`config.mk`:
```
export PLATFORM = sky130hd
export DESIGN_NAME = lcd_cmd_seq_buffer
export DESIGN_NICKNAME = d
export VERILOG_FILES = /design/src/rtl/lcd_pkg.sv /design/src/rtl/lcd_seq_ctrl.sv /design/src/rtl/lcd_cmd_seq_buffer.sv
export SDC_FILE = /design/constraint.sdc
export NUM_CORES = 1
export LEC_CHECK = 0
export CORE_ASPECT_RATIO = 1.25
export CORE_MARGIN = 10
export CORE_UTILIZATION = 65
export CTS_BUF_LIST = sky130_fd_sc_hd__clkbuf_4 sky130_fd_sc_hd__clkbuf_8
export DETAILED_ROUTE_END_ITERATION = 10
export GPL_TIMING_DRIVEN = 0
export PLACE_DENSITY_LB_ADDON = 0.15
export SETUP_SLACK_MARGIN = 0.15
export SYNTH_ARGS = -nofsm -noshare
export SYNTH_HDL_FRONTEND = slang
export SYNTH_HIERARCHICAL = 1
export SYNTH_SLANG_ARGS = --single-unit
export TNS_END_PERCENT = 30
```
`constraint.sdc`:
```
create_clock -name clk -period 3.55 [get_ports clk]
set_input_delay 0.71 -clock clk [delete_from_list [all_inputs] [get_ports clk]]
set_output_delay 0.71 -clock clk [all_outputs]
set_load 0.01 [all_outputs]
```
`src/rtl/lcd_pkg.sv`:
```
// LCD command/data word definitions and the power-on init/banner image.
// Shared by the sequenced word buffer and its controller.
package lcd_pkg;

  localparam int LCD_WORD_W   = 9;
  localparam int LCD_RS_BIT   = 8;
  localparam int LCD_INIT_LEN = 40;

  localparam logic [LCD_WORD_W-1:0] LCD_CMD_FUNC_SET = 9'h038;
  localparam logic [LCD_WORD_W-1:0] LCD_CMD_DISP_ON  = 9'h00C;
  localparam logic [LCD_WORD_W-1:0] LCD_CMD_CLEAR    = 9'h001;
  localparam logic [LCD_WORD_W-1:0] LCD_CMD_ENTRY    = 9'h006;
  localparam logic [LCD_WORD_W-1:0] LCD_CMD_LINE1    = 9'h080;
  localparam logic [LCD_WORD_W-1:0] LCD_CMD_LINE2    = 9'h0C0;
  localparam logic [LCD_WORD_W-1:0] LCD_DATA_SPACE   = 9'h120;

  typedef enum logic [1:0] {
    IDLE,
    FETCH,
    SEND
  } lcd_seq_state_t;

  // Character data word: RS set, ASCII code in the low byte.
  function automatic logic [LCD_WORD_W-1:0] lcd_char(
    input logic [7:0] ch
  );
    logic [LCD_WORD_W-1:0] w;
    w = '0;
    w[LCD_RS_BIT] = 1'b1;
    w[7:0] = ch;
    return w;
  endfunction

  localparam logic [LCD_WORD_W-1:0]
    LCD_INIT_IMAGE [LCD_INIT_LEN] = '{
    LCD_CMD_FUNC_SET,
    LCD_CMD_DISP_ON,
    LCD_CMD_CLEAR,
    LCD_CMD_ENTRY,
    LCD_CMD_LINE1,
    LCD_DATA_SPACE,
    lcd_char(8'h48),
    lcd_char(8'h45),
    lcd_char(8'h4C),
    lcd_char(8'h4C),
    lcd_char(8'h4F),
    LCD_DATA_SPACE, LCD_DATA_SPACE,
    LCD_DATA_SPACE, LCD_DATA_SPACE,
    LCD_DATA_SPACE, LCD_DATA_SPACE,
    LCD_DATA_SPACE, LCD_DATA_SPACE,
    LCD_DATA_SPACE, LCD_DATA_SPACE,
    LCD_CMD_LINE2,
    LCD_DATA_SPACE, LCD_DATA_SPACE,
    LCD_DATA_SPACE, LCD_DATA_SPACE,
    LCD_DATA_SPACE, LCD_DATA_SPACE,
    LCD_DATA_SPACE, LCD_DATA_SPACE,
    LCD_DATA_SPACE, LCD_DATA_SPACE,
    LCD_DATA_SPACE, LCD_DATA_SPACE,
    LCD_DATA_SPACE, LCD_DATA_SPACE,
    LCD_DATA_SPACE, LCD_DATA_SPACE,
    LCD_DATA_SPACE, LCD_DATA_SPACE
  };

endpackage

```
`src/rtl/lcd_seq_ctrl.sv`:
```
// Streaming sequencer: IDLE/FETCH/SEND FSM with pointer, word count,
// valid/ready handshake, loop and abort handling.
module lcd_seq_ctrl
  import lcd_pkg::*;
#(
  parameter int DEPTH  = 64,
  parameter int ADDR_W = $clog2(DEPTH)
) (
  input  logic              clk,
  input  logic              rst,
  input  logic              start,
  input  logic [ADDR_W-1:0] base_addr,
  input  logic [ADDR_W:0]   length,
  input  logic              loop,
  input  logic              abort,
  input  logic              out_ready,
  output lcd_seq_state_t    state,
  output logic [ADDR_W-1:0] ptr,
  output logic              out_valid,
  output logic              busy,
  output logic              done
);

  localparam logic [ADDR_W:0] DEPTH_L = (ADDR_W+1)'(DEPTH);
  localparam logic [ADDR_W:0] CNT_ONE = (ADDR_W+1)'(1);
  localparam logic [ADDR_W-1:0] PTR_ONE = ADDR_W'(1);

  logic [ADDR_W-1:0] base_q;
  logic [ADDR_W:0]   len_q;
  logic [ADDR_W:0]   count;
  logic [ADDR_W:0]   count_inc;
  logic [ADDR_W:0]   len_clamp;
  logic              loop_q;

  assign count_inc = count + CNT_ONE;
  assign len_clamp = (length > DEPTH_L) ? DEPTH_L : length;

  always_ff @(posedge clk or negedge rst) begin
    if (!rst) begin
      state     <= IDLE;
      ptr       <= '0;
      count     <= '0;
      base_q    <= '0;
      len_q     <= '0;
      loop_q    <= 1'b0;
      out_valid <= 1'b0;
      busy      <= 1'b0;
      done      <= 1'b0;
    end else begin
      done <= 1'b0;
      // Abort wins over start and over a same-cycle handshake.
      if (abort) begin
        state     <= IDLE;
        out_valid <= 1'b0;
        busy      <= 1'b0;
      end else begin
        unique case (state)
          IDLE: begin
            if (start && length != '0) begin
              base_q <= base_addr;
              len_q  <= len_clamp;
              loop_q <= loop;
              ptr    <= base_addr;
              count  <= '0;
              busy   <= 1'b1;
              state  <= FETCH;
            end
          end
          FETCH: begin
            out_valid <= 1'b1;
            state     <= SEND;
          end
          SEND: begin
            if (out_ready) begin
              out_valid <= 1'b0;
              if (count_inc == len_q) begin
                if (loop_q) begin
                  ptr   <= base_q;
                  count <= '0;
                  state <= FETCH;
                end else begin
                  ptr   <= ptr + PTR_ONE;
                  count <= count_inc;
                  busy  <= 1'b0;
                  done  <= 1'b1;
                  state <= IDLE;
                end
              end else begin
                ptr   <= ptr + PTR_ONE;
                count <= count_inc;
                state <= FETCH;
              end
            end
          end
          default: state <= IDLE;
        endcase
      end
    end
  end

endmodule

```
`src/rtl/lcd_cmd_seq_buffer.sv`:
```
// LCD word store with streaming sequencer; LCD_SEQ_INIT_IMAGE_EN
// selects the init/banner image as the reset contents.
module lcd_cmd_seq_buffer
  import lcd_pkg::*;
#(
  parameter int WORD_W = LCD_WORD_W,
  parameter int DEPTH  = 64,
  parameter int ADDR_W = $clog2(DEPTH)
) (
  input  logic              clk,
  input  logic              rst,
  input  logic              wr_en,
  input  logic [ADDR_W-1:0] wr_addr,
  input  logic [WORD_W-1:0] wr_data,
  input  logic [ADDR_W-1:0] rd_addr,
  output logic [WORD_W-1:0] rd_data,
  input  logic              start,
  input  logic [ADDR_W-1:0] base_addr,
  input  logic [ADDR_W:0]   length,
  input  logic              loop,
  input  logic              abort,
  output logic              out_valid,
  output logic [WORD_W-1:0] out_data,
  input  logic              out_ready,
  output logic              busy,
  output logic              done
);

  logic [WORD_W-1:0] rf [DEPTH];
  lcd_seq_state_t    state;
  logic [ADDR_W-1:0] ptr;
  logic              fetch_ld;
  logic [WORD_W-1:0] fetch_word;

  lcd_seq_ctrl #(
    .DEPTH  (DEPTH),
    .ADDR_W (ADDR_W)
  ) u_ctrl (
    .clk       (clk),
    .rst       (rst),
    .start     (start),
    .base_addr (base_addr),
    .length    (length),
    .loop      (loop),
    .abort     (abort),
    .out_ready (out_ready),
    .state     (state),
    .ptr       (ptr),
    .out_valid (out_valid),
    .busy      (busy),
    .done      (done)
  );

  always_ff @(posedge clk or negedge rst) begin
    if (!rst) begin
      for (int i = 0; i < DEPTH; i++) begin
`ifdef LCD_SEQ_INIT_IMAGE_EN
        rf[i] <= (i < LCD_INIT_LEN)
          ? WORD_W'(LCD_INIT_IMAGE[i % LCD_INIT_LEN])
          : '0;
`else
        rf[i] <= '0;
`endif
      end
    end else if (wr_en) begin
      rf[wr_addr] <= wr_data;
    end
  end

  assign rd_data = rf[rd_addr];

  // Same-cycle write to the fetched entry is forwarded.
  assign fetch_word = (wr_en && wr_addr == ptr)
    ? wr_data : rf[ptr];
  assign fetch_ld = (state == FETCH) && !abort;

  always_ff @(posedge clk or negedge rst) begin
    if (!rst) begin
      out_data <= '0;
    end else if (fetch_ld) begin
      out_data <= fetch_word;
    end
  end

endmodule

```
==> flow_summary.ini, run 1 <==
[outcome]
outcome = complete, but fails checks
failed_checks = negative setup slack

[timing]
finalSetupTns_ns = -1.14
finalMaxSlewViolations = 0
timing.final.hold_violations = 0
final.setup_skew_ns = 0.0229
post-route-min-period_ns = 3.74
slew_headroom_pct = 6.75
fmaxAchievable_mhz = 267
post-route-worst-setup-slack_ns = -0.190
worst_slew_pin_slew_ns = 1.40
grt_setup_unrepaired = true
timing.final.setup_violations = 9
finalCritPeriodShare_pct = 105

[placed_design]
placed_cells = 3027
globalplace.congestion = 1.03
post-place-ws_ns = -1.65
place.port_buffers = 43
detailedPlacementHpwl_um = 86200

[critical_path]
slowest_stage = mux4_2
kind_of_capture_point_of_the_worst_setup_path = output port
timing.critical_path.arrival_ns = 3.03
rr_worst_depth = 8
required_time_at_the_endpoint_of_the_critical_path_ns = 2.84
crit_startpoint = rd_addr[0]
cpPeakStageDelay_ns = 0.57
timing.rr.end = out_data[3]$_DFFE_PN0P_
crit_type = in2out
reg2reg_from = u_ctrl/ptr[1]$_DFFE_PN0P_
crit_path_start_kind = input port
timing.critical_path.cells = buf_16 -> buf_16 -> buf_12 -> buf_16 -> mux4_2 -> mux4_2 -> mux2i_4 -> a21oi_1 -> buf_2
reg2reg_setup_slack_ns = 0.13
crit_path_max_fanout = 8
critPathMostFrequentCell = buf_16
timing.critical_path.to = rd_data[3]

[logic_synthesis]
synth.lib_cells_used.distinct = 52
synth_top_flop_cell = dfrtp_1
syn_avg_cell_area_um2 = 14.3
ys_top_cells_by_area = dfrtp_1, mux2_2, mux4_2
syn-instance-count = 2320
ys_warn_count = 6
sequential_area_share_after_synthesis_pct = 46.4
synth_area_mm2 = 0.0333
yosys.area.top_type = dfrtp_1
synth_edf_count = 0
flops_latches_synth = 617
synth_top_cell_area_share_pct = 46.4
syn_nets = 2363
postSynth.asyncResetShare_pct = 100

[floorplanning]
design.portCount = 62
initial_util_pct = 65.8
design.core.area_mm2 = 0.0505
die-area_mm2 = 0.0607
die_height_um = 273
die_w_um = 222
std_cell_rows = 92

[detailed_routing]
detail_route.drc_violations = 0
dr.pass1.iters = 9
postRouteWirelength_um = 124000
detail_route.iter0.violations = 3324
ant_nets = 0
routedWlPerCell_um = 38.3
via_count = 24000
vias_per_cell = 7.41

[final_layout]
layout.filler_cells = 3237
area_of_combinational_cells_with_multiple_inputs_mm2 = 0.0170
seq_area_mm2 = 0.0154
fin_util_pct = 74.5
drive_above_1_share_pct = 46.3
instances_no_fill = 3232
finish.net_count = 2536
area_delta_synth_final_pct = 13.2

[clock_tree]
worst_skew_pair.late_latency_ns = 0.74
cts_tree = built
path_clk_slew_ns = 0.06
cts_htree_levels = 3
cts.path.max_buffers = 3
cts.sink_count = 617
cts_root_buffer = clkbuf_8
cts_buffers = 97

[global_route]
gr-total-overflow = 0
maximum_number_of_pins_on_one_net_before_global_route_repair = 132
grt_first_pass_wirelength_um = 177000
globalRouteTotalUtil_pct = 40.9
grt_antenna_before_repair = 7
grt_pass1_vias = 24600

[power_and_ir_drop]
total_leakage_power_nw = 16.6
irDropWorstVdd_mv = 0.416
post-layout-total-power_mw = 21.7
cellPowerDensity_mw_per_mm2 = 578

[hold_path]
kind_of_path_behind_the_tightest_hold_check = reg2reg
holdCritStartpoint = u_ctrl/base_q[2]$_DFFE_PN0P_
timing.hold.worst_path_depth = 2

[flow_run]
cap_violations = 0
-- logic make-up after synthesis --
group / count (synthesis) / synth area share [%]
multiplexers: 996 / 41.9
adder cells (fa/ha/maj): 2 / 0.0752
buffers and inverters: 198 / 2.86
XOR/XNOR: 18 / 0.515
AND/OR/NAND/NOR: 301 / 4.39
flip-flops: 617 / 46.4
AO/OA/AOI/OAI: 188 / 3.84
-- worst min path at each step --
stage                                   endpoint
global route        u_ctrl/base_q[1]$_DFFE_PN0P_
detailed placement  u_ctrl/base_q[2]$_DFFE_PN0P_
floorplan                out_data[0]$_DFFE_PN0P_
global placement    u_ctrl/base_q[1]$_DFFE_PN0P_
finish              u_ctrl/base_q[2]$_DFFE_PN0P_
CTS                 u_ctrl/base_q[2]$_DFFE_PN0P_
-- layout by cell type (no fill, tap or decap), types with 13 or more instances in the layout --
master,n
a21oi_1,44
a22oi_1,76
buf_12,14
buf_16,14
buf_2,23
buf_4,35
buf_6,13
clkbuf_1,95
clkbuf_4,38
clkbuf_8,131
clkdlybuf4s50_1,33
dfrtp_1,616
mux2_2,579
mux2i_1,154
mux4_2,259
nand2_1,101
nand3_1,50
nor2_1,53
nor2_2,21
nor2b_1,18
-- synthesized netlist by cell type (all sizes together), types with 2 or more instances --
cell type  instances
o21ai             18
nor2b             18
xnor2             10
and2               8
nand3             54
a22o               3
a211oi             9
nand2b             4
or3                3
a22oi             81
mux2             579
nand4              8
a21oi             46
nor2              74
xor2               7
mux2i            158
and3               2
buf               75
nand3b             9
clkbuf           115
or2                2
or4                4
dfrtp            617
inv                8
or3b               2
ha                 2
a31oi              7
o211ai             8
mux4             259
o22ai              8
nand2            101
nor3b              2
nor4               4
a222oi             3
nor3               5
-- per-stage QoR --
| step | area [um^2] | hold WS, ns |
|---|---|---|
| global route | 37700 | 0.491 |
| finish | 37700 | 0.485 |
| global placement | 34500 | 0.461 |
| detailed placement | 34700 | 0.463 |
| CTS | 37500 | 0.480 |
| floorplan | 33300 | 0.414 |
-- layer usage --
metal / up-vias / part of all wire, % / GRT usage [%]
li1: 9271 / - / -
met1: 12500 / 36 / 49.9
met2: 1680 / 44 / 59.5
met3: 510 / 11 / 13.3
met4: 6 / 8.4 / 31.9
met5: - / 0.093 / 1.05
-- timing repair --
action / in CTS / in global routing
hold buffers: 1 / 0
resized for setup: 167 / 34
buffers inserted: 17 / 2
pin swaps: 10 / 6
endpoints found under the hold margin: 43 / 0
cloned: 4 / 1
endpoints found under the setup margin: 15 / 14
-- cell type report --
type | instances | area share, %
Antenna cell | 4 | 0.0266
Tap cell | 658 | 2.19
Clock inverter | 20 | 0.522
Clock buffer | 156 | 5.22
Buffer | 190 | 3.48
Sequential cell | 617 | 41.0
Inverter | 8 | 0.0797
Multi-Input combinational cell | 1505 | 45.1
Timing Repair Buffer | 74 | 2.41
-- power breakdown --
| group | internal, mW | switching (mW) |
|---|---|---|
| Combinational | 2.71 | 3.42 |
| Sequential | 8.01 | 0.864 |
| Clock | 3.73 | 3.01 |
| Total | 14.5 | 7.30 |
-- sequential cells by signal (all words and copies together) (netlist names), 2 cells and up --
| name | flops |
|---|---|
| rf | 576 |
| u_ctrl/len_q | 7 |
| out_data | 9 |
| u_ctrl/state | 2 |
| u_ctrl/base_q | 6 |
| u_ctrl/count | 7 |
| u_ctrl/ptr | 6 |
-- critical path: cells and delay by family --
kind	cells	cell delay, ns
mux	3	1.43
buf+inv	5	0.76
compound gates	1	0.11
Note: power is estimated with default switching activity, not from simulation.
==> inputs of run 2 (changes only) <==
--- a/config.mk
+++ b/config.mk
@@ -5,6 +5,7 @@
 export SDC_FILE = /design/constraint.sdc
 export NUM_CORES = 1
 export LEC_CHECK = 0
+export CAP_MARGIN = 10
 export CORE_ASPECT_RATIO = 1.25
 export CORE_MARGIN = 10
 export CORE_UTILIZATION = 65
==> run 2 against run 1 <==
Compared with the run above:
- power fell by 0.67%
- critical path type unchanged
- setup slack better by 0.051 ns
- the run still ends with negative setup slack left
- non-clock buffer count rose by 15
- die area unchanged
- final area rose by 0.27%
- fmax grew 1.4%
- clock power is 3% lower
- via count increased by 0.80%
- sequential power about the same
- wire length about the same
==> flow_summary.ini, run 2 (synthesis gave the netlist of run 1 again) <==
[timing]
worst_slew_pin_slew_ns = 1.32
grt_setup_unrepaired = true
slew_headroom_pct = 11.7
finalCritPeriodShare_pct = 104
timing.final.hold_violations = 0
timing.final.setup_violations = 9
finalMaxSlewViolations = 0
final.setup_skew_ns = 0.0312
post-route-min-period_ns = 3.69
fmaxAchievable_mhz = 271
post-route-worst-setup-slack_ns = -0.139

[final_layout]
layout.cells.most_common = dfrtp_1
largest_register = rf
area_delta_synth_final_pct = 13.5
area_of_combinational_cells_with_multiple_inputs_mm2 = 0.0170
final_cell_mix = dfrtp_1, mux2_2, mux4_2, mux2i_1, clkbuf_8
layout.filler_cells = 3226
fin_util_pct = 74.7
largest_reg_flops = 576
seq_area_mm2 = 0.0154
finish.net_count = 2552
drive_above_1_share_pct = 46.6
largest_registers = rf (576), out_data (9)

[power_and_ir_drop]
total_leakage_power_nw = 16.7
irDropWorstVdd_mv = 0.403
cellPowerDensity_mw_per_mm2 = 572

[detailed_routing]
postRouteWirelength_um = 124000
dr.pass1.iters = 5
detail_route.iter0.violations = 3515
via_count = 24200
ant_nets = 0
detail_route.drc_violations = 0
routedWlPerCell_um = 38.2
vias_per_cell = 7.44

[clock_tree]
path_clk_slew_ns = 0.07
cts_tree = built
cts.path.max_buffers = 3
cts_root_buffer = clkbuf_8
cts_buffers = 98
worst_skew_pair.late_latency_ns = 0.76
cts.sink_count = 617
cts_htree_levels = 3

[placed_design]
place.port_buffers = 43
globalplace.congestion = 1.03
post-place-ws_ns = -1.64
detailedPlacementHpwl_um = 86400

[critical_path]
crit_path_max_fanout = 10
timing.critical_path.arrival_ns = 2.98
critPathMostFrequentCell = mux4_2
rr_worst_depth = 9
cpLargestDelayFamily = multiplexers
timing.critical_path.cells = buf_4 -> buf_8 -> buf_6 -> mux4_2 -> mux4_2 -> mux2i_4 -> a21oi_2 -> buf_2
crit_path_start_kind = input port
kind_of_capture_point_of_the_worst_setup_path = output port
crit_type = in2out
worst-path-stages = 8
cp.buffers_inverters = 4
slowest_stage = mux4_2
required_time_at_the_endpoint_of_the_critical_path_ns = 2.84
cpPeakStageDelay_ns = 0.53

[flow_run]
cap_violations = 0

[global_route]
maximum_number_of_pins_on_one_net_before_global_route_repair = 132
grt_pass1_vias = 24500
grt_first_pass_wirelength_um = 177000
grt_antenna_before_repair = 5
top_usage_layer = met2
routing_usage_on_met1_pct = 50.6
global_route.usage.met3_pct = 11.9
gr-total-overflow = 0
gr-usage-met2_pct = 59.3
globalRouteTotalUtil_pct = 40.6

[floorplanning]
design.portCount = 62
die-area_mm2 = 0.0607
die_w_um = 222
design.core.area_mm2 = 0.0505
std_cell_rows = 92
die_height_um = 273
initial_util_pct = 65.8

[outcome]
outcome = complete, but fails checks
failed_checks = negative setup slack

[hold_path]
timing.hold.worst_path_depth = 2
kind_of_path_behind_the_tightest_hold_check = reg2reg
run 2: cell types whose count changed in the layout (fill, tap and decap cells not counted), sizes merged:
cell / before / now
clkinv: 11 / 10
diode: 4 / 3
buf: 108 / 120
clkdlybuf4s18: 0 / 1
clkbuf: 277 / 281
bufinv: 3 / 0
clkdlybuf4s15: 1 / 2
inv: 11 / 14
clkinvlp: 3 / 1
run 2: timing repair:
item	CTS	global route
setup endpoints to repair	15	15
buffers inserted	17	15
cloned	4	1
pin swaps	9	4
hold endpoints to repair	61	0
hold buffers	1	0
resized for setup	167	32
run 2: tightest hold or removal path: stages (launching register included):
cell and delay (ns):
dfrtp_1 0.35, nand2_1 0.05, nand2_1 0.05
run 2: power breakdown:
| group | internal, mW | switching, mW | leakage (nW) |
|---|---|---|---|
| Combinational | 2.73 | 3.43 | 7.39 |
| Clock | 3.52 | 3.05 | 1.12 |
| Sequential | 8.01 | 0.856 | 8.18 |
run 2: final cells by class:
cell class / instances / share of cell area, %
well taps: 658 / 2.18
clock inverters: 17 / 0.311
repair buffers: 89 / 2.80
diodes: 3 / 0.0199
multi-input cells: 1505 / 45.0
flip-flops and latches: 617 / 40.9
plain buffers: 190 / 3.54
clock buffers: 159 / 5.22
inverters: 8 / 0.0795
run 2: metrics by stage:
| step | setup TNS [ns] | area [um^2] | power, mW | hold WS [ns] | std cells |
|---|---|---|---|---|---|
| finish | -0.595 | 37800 | 21.6 | 0.482 | 3246 |
| global route | -0.617 | 37800 | 22.1 | 0.510 | 3244 |
| CTS | -0.260 | 37500 | 21.2 | 0.480 | 3227 |
| detailed placement | -49.63 | 34700 | 14.7 | 0.463 | 3029 |
| global placement | - | 34500 | 14.5 | 0.461 | 3021 |
| floorplan | 0 | 33300 | 12.2 | 0.414 | 2320 |
run 2: path summary, 6_finish.rpt:
check                                        startpoint                           end  slack (ns)
max reg2reg                   u_ctrl/ptr[2]$_DFFE_PN0P_       out_data[5]$_DFFE_PN0P_        0.12
min                        u_ctrl/base_q[2]$_DFFE_PN0P_  u_ctrl/base_q[2]$_DFFE_PN0P_        0.48
max                                          rd_addr[1]                    rd_data[0]       -0.14
max in group asynchronous                           rst           rf[307]$_DFFE_PN0P_        1.54
min in group asynchronous                           rst           rf[507]$_DFFE_PN0P_        0.54
min reg2reg                u_ctrl/base_q[2]$_DFFE_PN0P_  u_ctrl/base_q[2]$_DFFE_PN0P_        0.48
run 2: layer usage:
layer | share of wire, % | wire length [um]
met1 | 36 | 44200
met2 | 44 | 54600
met3 | 12 | 14400
met4 | 8.5 | 10600
met5 | 0.076 | 94
